[config.mk]
export PLATFORM = sky130hd
export DESIGN_NAME = multicycle_control_unit
export DESIGN_NICKNAME = d
export VERILOG_FILES = /design/src/rtl/multicycle_control_unit.sv
export SDC_FILE = /design/constraint.sdc
export NUM_CORES = 1
export LEC_CHECK = 0
export ABC_AREA = 1
export BUFFER_PORTS_ARGS = -buffer_cell sky130_fd_sc_hd__buf_4
export CAP_MARGIN = 30
export CORE_MARGIN = 5
export CORE_UTILIZATION = 38
export DETAILED_ROUTE_END_ITERATION = 10
export PLACE_DENSITY = 0.78
export SLEW_MARGIN = 40
export SYNTH_ARGS = -nofsm -noshare
export SYNTH_HDL_FRONTEND = slang
export SYNTH_SLANG_ARGS = --single-unit
[constraint.sdc]
create_clock -name clk -period 1.2 [get_ports clk]
set_clock_uncertainty 0.15 [all_clocks]
set_input_delay 0.12 -clock clk [delete_from_list [all_inputs] [get_ports clk]]
set_output_delay 0.12 -clock clk [all_outputs]
set_load 0.05 [all_outputs]
[src/rtl/multicycle_control_unit.sv]
// multicycle_control_unit: multicycle MIPS-subset controller sequencing fetch/decode/execute/memory/writeback.
module multicycle_control_unit #(
  parameter int FUNC_W          = 6,
  parameter bit MEM_HANDSHAKE   = 1'b1,
  parameter bit TRAP_ON_ILLEGAL = 1'b1
) (
  input  logic              clk,
  input  logic              rst_n,
  input  logic [5:0]        opcode,
  input  logic [5:0]        funct,
  input  logic              mem_ready,
  output logic [3:0]        state,
  output logic              pc_write,
  output logic              pc_write_cond,
  output logic              iord,
  output logic              mem_read,
  output logic              mem_write,
  output logic              ir_write,
  output logic              reg_dst,
  output logic              mem_to_reg,
  output logic              reg_write,
  output logic              alu_src_a,
  output logic [1:0]        alu_src_b,
  output logic [1:0]        pc_source,
  output logic [FUNC_W-1:0] func_in,
  output logic              illegal_op
);
  typedef enum logic [3:0] {
    FETCH = 4'd0, DECODE = 4'd1, MEM_ADDR = 4'd2, MEM_READ = 4'd3,
    MEM_WB = 4'd4, MEM_WRITE = 4'd5, R_EXEC = 4'd6, R_WB = 4'd7,
    BRANCH = 4'd8, JUMP = 4'd9, I_EXEC = 4'd10, I_WB = 4'd11, HALT = 4'd15
  } state_t;
  localparam logic [FUNC_W-1:0] ADD = FUNC_W'(6'h20);
  localparam logic [FUNC_W-1:0] SUB = FUNC_W'(6'h22);
  state_t state_q, state_d;
  logic   illegal_q, illegal_d;
  logic   done;
  assign done       = MEM_HANDSHAKE ? mem_ready : 1'b1;
  assign state      = state_q;
  assign illegal_op = illegal_q;
  always_comb begin
    state_d   = state_q;
    illegal_d = illegal_q;
    case (state_q)
      FETCH:     state_d = done ? DECODE : FETCH;
      DECODE:
        case (opcode)
          6'h23, 6'h2B: state_d = MEM_ADDR;
          6'h00:        state_d = R_EXEC;
          6'h04:        state_d = BRANCH;
          6'h02:        state_d = JUMP;
          6'h08:        state_d = I_EXEC;
          default: begin
            illegal_d = 1'b1;
            state_d   = TRAP_ON_ILLEGAL ? HALT : FETCH;
          end
        endcase
      MEM_ADDR:  state_d = (opcode == 6'h2B) ? MEM_WRITE : MEM_READ;
      MEM_READ:  state_d = done ? MEM_WB : MEM_READ;
      MEM_WRITE: state_d = done ? FETCH : MEM_WRITE;
      R_EXEC:    state_d = R_WB;
      I_EXEC:    state_d = I_WB;
      HALT:      state_d = HALT;
      default:   state_d = FETCH;
    endcase
  end
  always_ff @(posedge clk or negedge rst_n) begin
    if (!rst_n) begin
      state_q   <= FETCH;
      illegal_q <= 1'b0;
    end else begin
      state_q   <= state_d;
      illegal_q <= illegal_d;
    end
  end
  // Moore decode; FETCH additionally qualifies its loads with the memory handshake.
  always_comb begin
    pc_write      = 1'b0;
    pc_write_cond = 1'b0;
    iord          = 1'b0;
    mem_read      = 1'b0;
    mem_write     = 1'b0;
    ir_write      = 1'b0;
    reg_dst       = 1'b0;
    mem_to_reg    = 1'b0;
    reg_write     = 1'b0;
    alu_src_a     = 1'b0;
    alu_src_b     = 2'd0;
    pc_source     = 2'd0;
    func_in       = ADD;
    case (state_q)
      FETCH: begin
        mem_read  = 1'b1;
        alu_src_b = 2'd1;
        ir_write  = done;
        pc_write  = done;
      end
      DECODE:    alu_src_b = 2'd3;
      MEM_ADDR: begin
        alu_src_a = 1'b1;
        alu_src_b = 2'd2;
      end
      MEM_READ: begin
        mem_read = 1'b1;
        iord     = 1'b1;
      end
      MEM_WB: begin
        reg_write  = 1'b1;
        mem_to_reg = 1'b1;
      end
      MEM_WRITE: begin
        mem_write = 1'b1;
        iord      = 1'b1;
      end
      R_EXEC: begin
        alu_src_a = 1'b1;
        func_in   = FUNC_W'(funct);
      end
      R_WB: begin
        reg_write = 1'b1;
        reg_dst   = 1'b1;
      end
      BRANCH: begin
        alu_src_a     = 1'b1;
        func_in       = SUB;
        pc_write_cond = 1'b1;
        pc_source     = 2'd1;
      end
      JUMP: begin
        pc_write  = 1'b1;
        pc_source = 2'd2;
      end
      I_EXEC: begin
        alu_src_a = 1'b1;
        alu_src_b = 2'd2;
      end
      I_WB:      reg_write = 1'b1;
      HALT:      func_in = '0;
      default:   func_in = ADD;
    endcase
  end
endmodule
==> results.tsv, run 1 <==
stage	metric	value	unit
synth	async set-reset flop share out of synthesis	1.000	
status	status	complete, but fails checks	
clock_tree	clock buffer depth	2	
timing	period utilisation layout	1.485	
synth	main combinational cell family by area after synthesis	simple AND/OR/NAND/NOR gates	
clock_tree	clock root buffer	clkbuf_4	
worst_hold_path	Worst Hold Class	input port to async pin	
setup_path	critical path arrival	1.75	ns
grt	grt met3 use	0.04298	
timing	final slew viol count	0	
cells_and_area	final layout net count	209	
cells_and_area	n_diodes	0	
clock_tree	CTS tree	done	
synth	most frequent cell after synthesis	nand2_1	
synth	mapped cell area	675.6	sq um
power	Logic pwr share	0.877	
detailed_routing	post-route ant nets	0	
grt	Tot GR Track Use	0.2432	
setup_path	CP Launch Type	register	
synth	Synth top cells by count	nand2_1, inv_1, nor2_1, nand3_1, dfrtp_1	
clock_tree	TritonCTS Buffers	3	
clock_tree	CTS clk-pin slew, worst paths	0.06	ns
cells_and_area	share of post-route cells with drive strength above 1	0.6373	
place	gpl congestion	0.8362	
run	Max Cap Viol	0	
synth	top area cells in the synthesized netlist	nand2_1, dfrtp_1, inv_1, nor2_1, nand3_1	
place	DP Wirelength	1805	um
die	Die Ht	52.17	um
synth	EDFF count, synth	0	
synth	Post-Synth Simple-Gate Area	0.5630	
synth	Gate Count Post-Synth	127	
timing	PnR worst setup slack	-0.5816	ns
grt	first-pass GRT wire length	4836	um
synth	register bit total from synthesis	5	
grt	gr ovfl total	0	
detailed_routing	Via Count	1179	
timing	# setup viols final	28	
synth	post-synthesis xor/xnor area fraction	0	
cells_and_area	Layout area overhead	142.8	%
synth	post-synthesis sequential area ratio	0.1852	
setup_path	Critical Path RT	1.17	ns
grt	largest net degree at the start of global routing	7	
setup_path	CP peak stage delay	0.44	ns
timing	Worst-Margin Slew	0.2919	ns
timing	Min Clock Period, post-route	1.782	ns
detailed_routing	WL per Instance	19.42	um
setup_path	critical path's slowest cell	dfrtp_2	
timing	hold slack	0.08327	ns
power	Power Internal	0.002048	W
synth	Syn Nets	142	
timing	fmax	561.3	MHz
synth	area fraction of the dominant cell type after synthesis	0.2278	
synth	Synth Warn #	0	
die	Initial Utilization	0.3956	
clock_tree	H-tree levels	1	
die	Die ar.	2721	sq um
synth	synth unique cells	18	
power	Leak	0.8438	nW
setup_path	top cell family by delay on the critical path	buffers and inverters	
die	Die X	52.17	um
grt	GR Util met2	0.4435	
grt	antenna violations before repair	0	
detailed_routing	TritonRoute pass-1 iters	5	
synth	dominant synthesized flop cell	dfrtp_1	
setup_path	crit-path cells	buf_4, nor2_4, buf_6, buf_4, buf_4, nand2_2, inv_1, nand2_1, nand2_1, nor2_1, nand2_1	
place	port bufs	39	
power	Peak supply drop	2.391	mV
synth	mux contribution to synthesized area	0	
power	sw frac	0.5871	
synth	Mapped Avg Cell Area	5.320	sq um
grt	vias in the first global route	1028	
detailed_routing	vias per cell	5.408	
timing	RSZ-0062 raised after global routing	true	
clock_tree	Sink Count	5	
die	Placeable Area	1708	sq um
setup_path	CP Buf/Inv Count	5	
die	I/O pins	40	
detailed_routing	DRC violations left	0	
grt	met1 usage	0.2561	
power	PD cells	3024	nW/um^2
clock_tree	clk_lat worst skew	0.25	ns
cells_and_area	Final Util	0.9604	
setup_path	CP Max Fanout	3	
timing	Rel. slew slack	0.8047	
synth	area leader, netlist	nand2_1	
status	violated checks	setup timing	
setup_path	WS Path Type	register to register	
power	sequential power share	0.081	
setup_path	kind of end point of the critical path	register	
synth	post-synthesis compound-gate area fraction	0.07593	
die	row count	15	
detailed_routing	Iter 0 DRT Violations	64	
timing	Final Hold Vio Count	0	
power	clock power share	0.042	
detailed_routing	wirelength, routed	4234	um
synth	post-synthesis adder-cell area fraction	0	
power	Net Sw Power	0.002912	W
grt	GRT busiest layer	met2	
==> state kept, by name (all words and copies together), names as in the netlist <==
name,count
illegal_op,1
state,4
==> placed cells by master, fill, tap and decap left out <==
cell type | synthesis | routed
o21ai_4 | 0 | 3
nand3b_4 | 1 | 1
buf_4 | 1 | 33
buf_6 | 0 | 18
nand2_4 | 0 | 7
inv_6 | 0 | 1
buf_8 | 0 | 11
inv_1 | 25 | 17
dfrtp_1 | 5 | 1
clkbuf_1 | 0 | 1
nor2_4 | 2 | 12
dfrtp_2 | 0 | 3
clkinvlp_4 | 0 | 3
a21oi_1 | 1 | 1
o21ai_2 | 0 | 3
o211ai_1 | 1 | 1
dlygate4sd3_1 | 0 | 1
nor2_1 | 25 | 15
nor2_8 | 1 | 1
clkbuf_4 | 0 | 3
a21oi_2 | 1 | 1
nand3_1 | 9 | 6
nand2_8 | 0 | 2
nand2_1 | 41 | 27
nand3_4 | 0 | 3
nand2_2 | 3 | 8
nor2_2 | 1 | 1
inv_2 | 3 | 3
inv_4 | 1 | 5
dfrtp_4 | 0 | 1
==> per-stage QoR <==
step	area, sq um	setup slack [ns]	cells	total power, W	setup TNS [ns]
after global placement	1207	-0.2464	198	0.003237	-4.870
after detailed placement	1207	-0.2733	198	0.003278	-5.325
after floorplan	838.3	-0.6610	127	0.002473	-8.340
final	1640	-0.5816	218	0.004960	-13.51
after CTS	1486	-0.4848	212	0.004140	-10.79
after global routing	1640	-0.6379	218	0.005128	-14.44
==> final timing paths <==
path,startpoint,endpoint,slack (ns),cells past startpoint
max reg2reg,state[3],state[1],-0.58,11
min,rst_n,state[1],0.08,2
max,state[3],state[1],-0.58,11
min reg2reg,illegal_op,illegal_op,0.33,2
min in group clk,opcode[2],state[1],0.21,6
max in group asynchronous,rst_n,state[2],0.68,2
==> routing by layer <==
layer / share of wire / up-vias
li1: - / 513
met1: 0.36 / 533
met2: 0.49 / 97
met3: 0.092 / 36
met4: 0.062 / 0
met5: 0 / -
==> cell type report <==
| type | instances | area, sq um |
|---|---|---|
| clock buffers | 4 | 26.28 |
| repair buffers | 63 | 625.6 |
| fillers | 36 | 67.56 |
| multi-input cells | 92 | 686.9 |
| flip-flops and latches | 5 | 132.6 |
| inverters | 29 | 137.6 |
| well taps | 25 | 31.28 |
==> what timing repair did <==
action | in CTS | in global routing
hold buffers | 1 | 0
endpoints found under the setup margin | 27 | 28
endpoints found under the hold margin | 5 | 0
pin swaps | 11 | 15
gates resized for setup | 48 | 27
buffers inserted | 9 | 6
==> power by group through the flow <==
stage	clock, W	sequential, W	combinational (W)
after floorplan	0	0.000576	0.00190
after global placement	0	0.000352	0.00288
after detailed placement	0	0.000364	0.00291
after CTS	0.000195	0.000382	0.00356
after global routing	0.000222	0.000409	0.00450
final	0.000210	0.000402	0.00435
==> cell families (layout without fill, tap and decap cells) <==
kind of cell           Yosys count  in the layout
and+or+nand+nor                 83             83
DFF                              5              5
AOI/OAI and AO/OA                9              9
buffers and inverters           30             96
(Power assumes the default switching activity.)
==> inputs of run 2 (changes only) <==
- CTS_CLUSTER_DIAMETER: default -> 30
- clock period: 1.2 -> 1.5 ns (I/O delays scaled with it)
==> results.tsv, run 2 (synthesis gave the netlist of run 1 again) <==
stage	metric	value	unit
timing	Final Hold Vio Count	0	
timing	final slew viol count	0	
cells_and_area	multi-input logic area	586.8	sq um
clock_tree	H-tree levels	1	
clock_tree	CTS clk-pin slew, worst paths	0.05	ns
timing	Setup TNS Final	-4.432	ns
timing	Rel. slew slack	0.8094	
grt	vias in the first global route	903	
setup_path	CP Max Fanout	5	
power	Total Power	0.003185	W
clock_tree	clock buffer depth	2	
timing	fmax	537.9	MHz
setup_path	CP Buf/Inv Count	4	
timing	RSZ-0062 raised after global routing	true	
setup_path	CP Launch Type	register	
clock_tree	TritonCTS Buffers	3	
cells_and_area	n_diodes	0	
power	Leak	0.7555	nW
place	gpl congestion	0.8554	
setup_path	most frequent CP cell	buf_4	
timing	Min Clock Period, post-route	1.859	ns
die	Die Ht	52.17	um
timing	period utilisation layout	1.239	
detailed_routing	wirelength, routed	2764	um
power	Peak supply drop	1.709	mV
status	violated checks	setup timing	
grt	antenna violations before repair	0	
detailed_routing	Via Count	993	
timing	# setup viols final	24	
power	PD cells	2287	nW/um^2
clock_tree	Sink Count	5	
die	I/O pins	40	
place	port bufs	39	
detailed_routing	TritonRoute pass-1 iters	4	
detailed_routing	WL per Instance	13.42	um
setup_path	critical path's slowest cell	dfrtp_2	
setup_path	critical path arrival	1.56	ns
detailed_routing	DRC violations left	0	
timing	Worst-Margin Slew	0.2849	ns
setup_path	kind of end point of the critical path	primary output	
place	DP Wirelength	1724	um
worst_hold_path	Worst Hold Class	input port to async pin	
cells_and_area	Fillers	107	
grt	Tot GR Track Use	0.2033	
setup_path	CP peak stage delay	0.43	ns
cells_and_area	most common cell after layout, fill and taps aside	nand2_1	
die	Initial Utilization	0.3956	
grt	gr ovfl total	0	
cells_and_area	number of flip-flops in the largest register	4	
detailed_routing	Iter 0 DRT Violations	13	
grt	largest net degree at the start of global routing	7	
cells_and_area	commonest non-fill, non-tap cells in the layout	nand2_1, buf_4, inv_1, nor2_1, buf_6	
die	Die ar.	2721	sq um
setup_path	top cell family by delay on the critical path	buffers and inverters	
cells_and_area	Layout area overhead	106.1	%
setup_path	crit-path cells	buf_4, nand2_4, buf_4, buf_4, nor2_1, buf_6	
cells_and_area	sequential standard cell area	130.1	sq um
clock_tree	clock root buffer	clkbuf_4	
status	status	complete, but fails checks	
cells_and_area	share of post-route cells with drive strength above 1	0.5470	
cells_and_area	final layout net count	197	
detailed_routing	post-route ant nets	0	
clock_tree	clk_lat worst skew	0.26	ns
die	Die X	52.17	um
setup_path	Crit path depth	6	
die	Placeable Area	1708	sq um
die	row count	15	
setup_path	Worst Reg-to-Reg Cells	7	
clock_tree	CTS tree	done	
grt	first-pass GRT wire length	4057	um
setup_path	Critical Path RT	1.20	ns
timing	PnR worst setup slack	-0.3592	ns
detailed_routing	vias per cell	4.820	
run	Max Cap Viol	0	
setup_path	WS Path Type	register to primary output	
## run 2: cell types whose count changed in the layout (fill, tap and decap cells not counted), sizes merged
cell / delta
buf: -12
## run 2: stage by stage
step                      worst slack (ns)  utilization  hold WS (ns)  area [sq um]  std cells
after global routing               -0.3646       0.8154       0.08302          1393        206
after floorplan                    -0.3930            -       -0.2956         793.3        127
after global placement           -0.002880       0.6454       -0.1989          1102        190
after detailed placement          -0.02194       0.6454       -0.1976          1102        190
final                              -0.3592       0.8154       0.09421          1393        206
after CTS                          -0.2158       0.7619       0.07727          1301        201
## run 2: cell type report
cell class | count | share of cell area
multi-input cells | 92 | 0.4214
repair buffers | 51 | 0.3522
flip-flops and latches | 5 | 0.09344
inverters | 29 | 0.09164
well taps | 25 | 0.02246
clock buffers | 4 | 0.01887
## run 2: final timing paths
| check | startpoint | endpoint | slack, ns |
|---|---|---|---|
| max in group asynchronous | rst_n | state[3] | 0.98 |
| worst max-delay path | state[2] | reg_dst | -0.36 |
| worst min-delay path | rst_n | state[1] | 0.09 |
| worst min register to register | illegal_op | illegal_op | 0.32 |
| min in group clk | opcode[2] | state[1] | 0.13 |
| worst max register to register | state[2] | state[3] | -0.06 |
## run 2: routing by layer
metal	wire length [um]	vias to the layer above	part of all wire	GRT usage
li1	-	488	-	-
met1	925	433	0.33	0.2145
met5	0	-	0	0
met3	226	12	0.082	0.03438
met4	122	0	0.044	0.1021
met2	1490	60	0.54	0.3808
## run 2: report_power, final
| part | leakage (nW) | total [W] | internal, W | switching, W |
|---|---|---|---|---|
| Sequential | 0.0542 | 0.000303 | 0.000195 | 0.000108 |
| Clock | 0.0150 | 0.000169 | 0.000101 | 0.0000676 |
| Combinational | 0.686 | 0.00271 | 0.000980 | 0.00173 |
| Total | 0.755 | 0.00318 | 0.00128 | 0.00191 |
## run 2: worst reg2reg max path: stages, from the launching register on
cell and delay (ns):
dfrtp_2 0.45, nor2_4 0.26, inv_4 0.09, buf_6 0.14, nor2_8 0.12, nand2_2 0.05, nand3b_4 0.16, nand2_2 0.07
## run 2: repair_timing
item / in CTS / in global routing
pin swaps: 4 / 9
buffers inserted: 6 / 5
setup endpoints to repair: 19 / 24
hold endpoints to repair: 5 / 0
resized for setup: 31 / 15
hold buffers: 1 / 0
gates cloned: 0 / 0
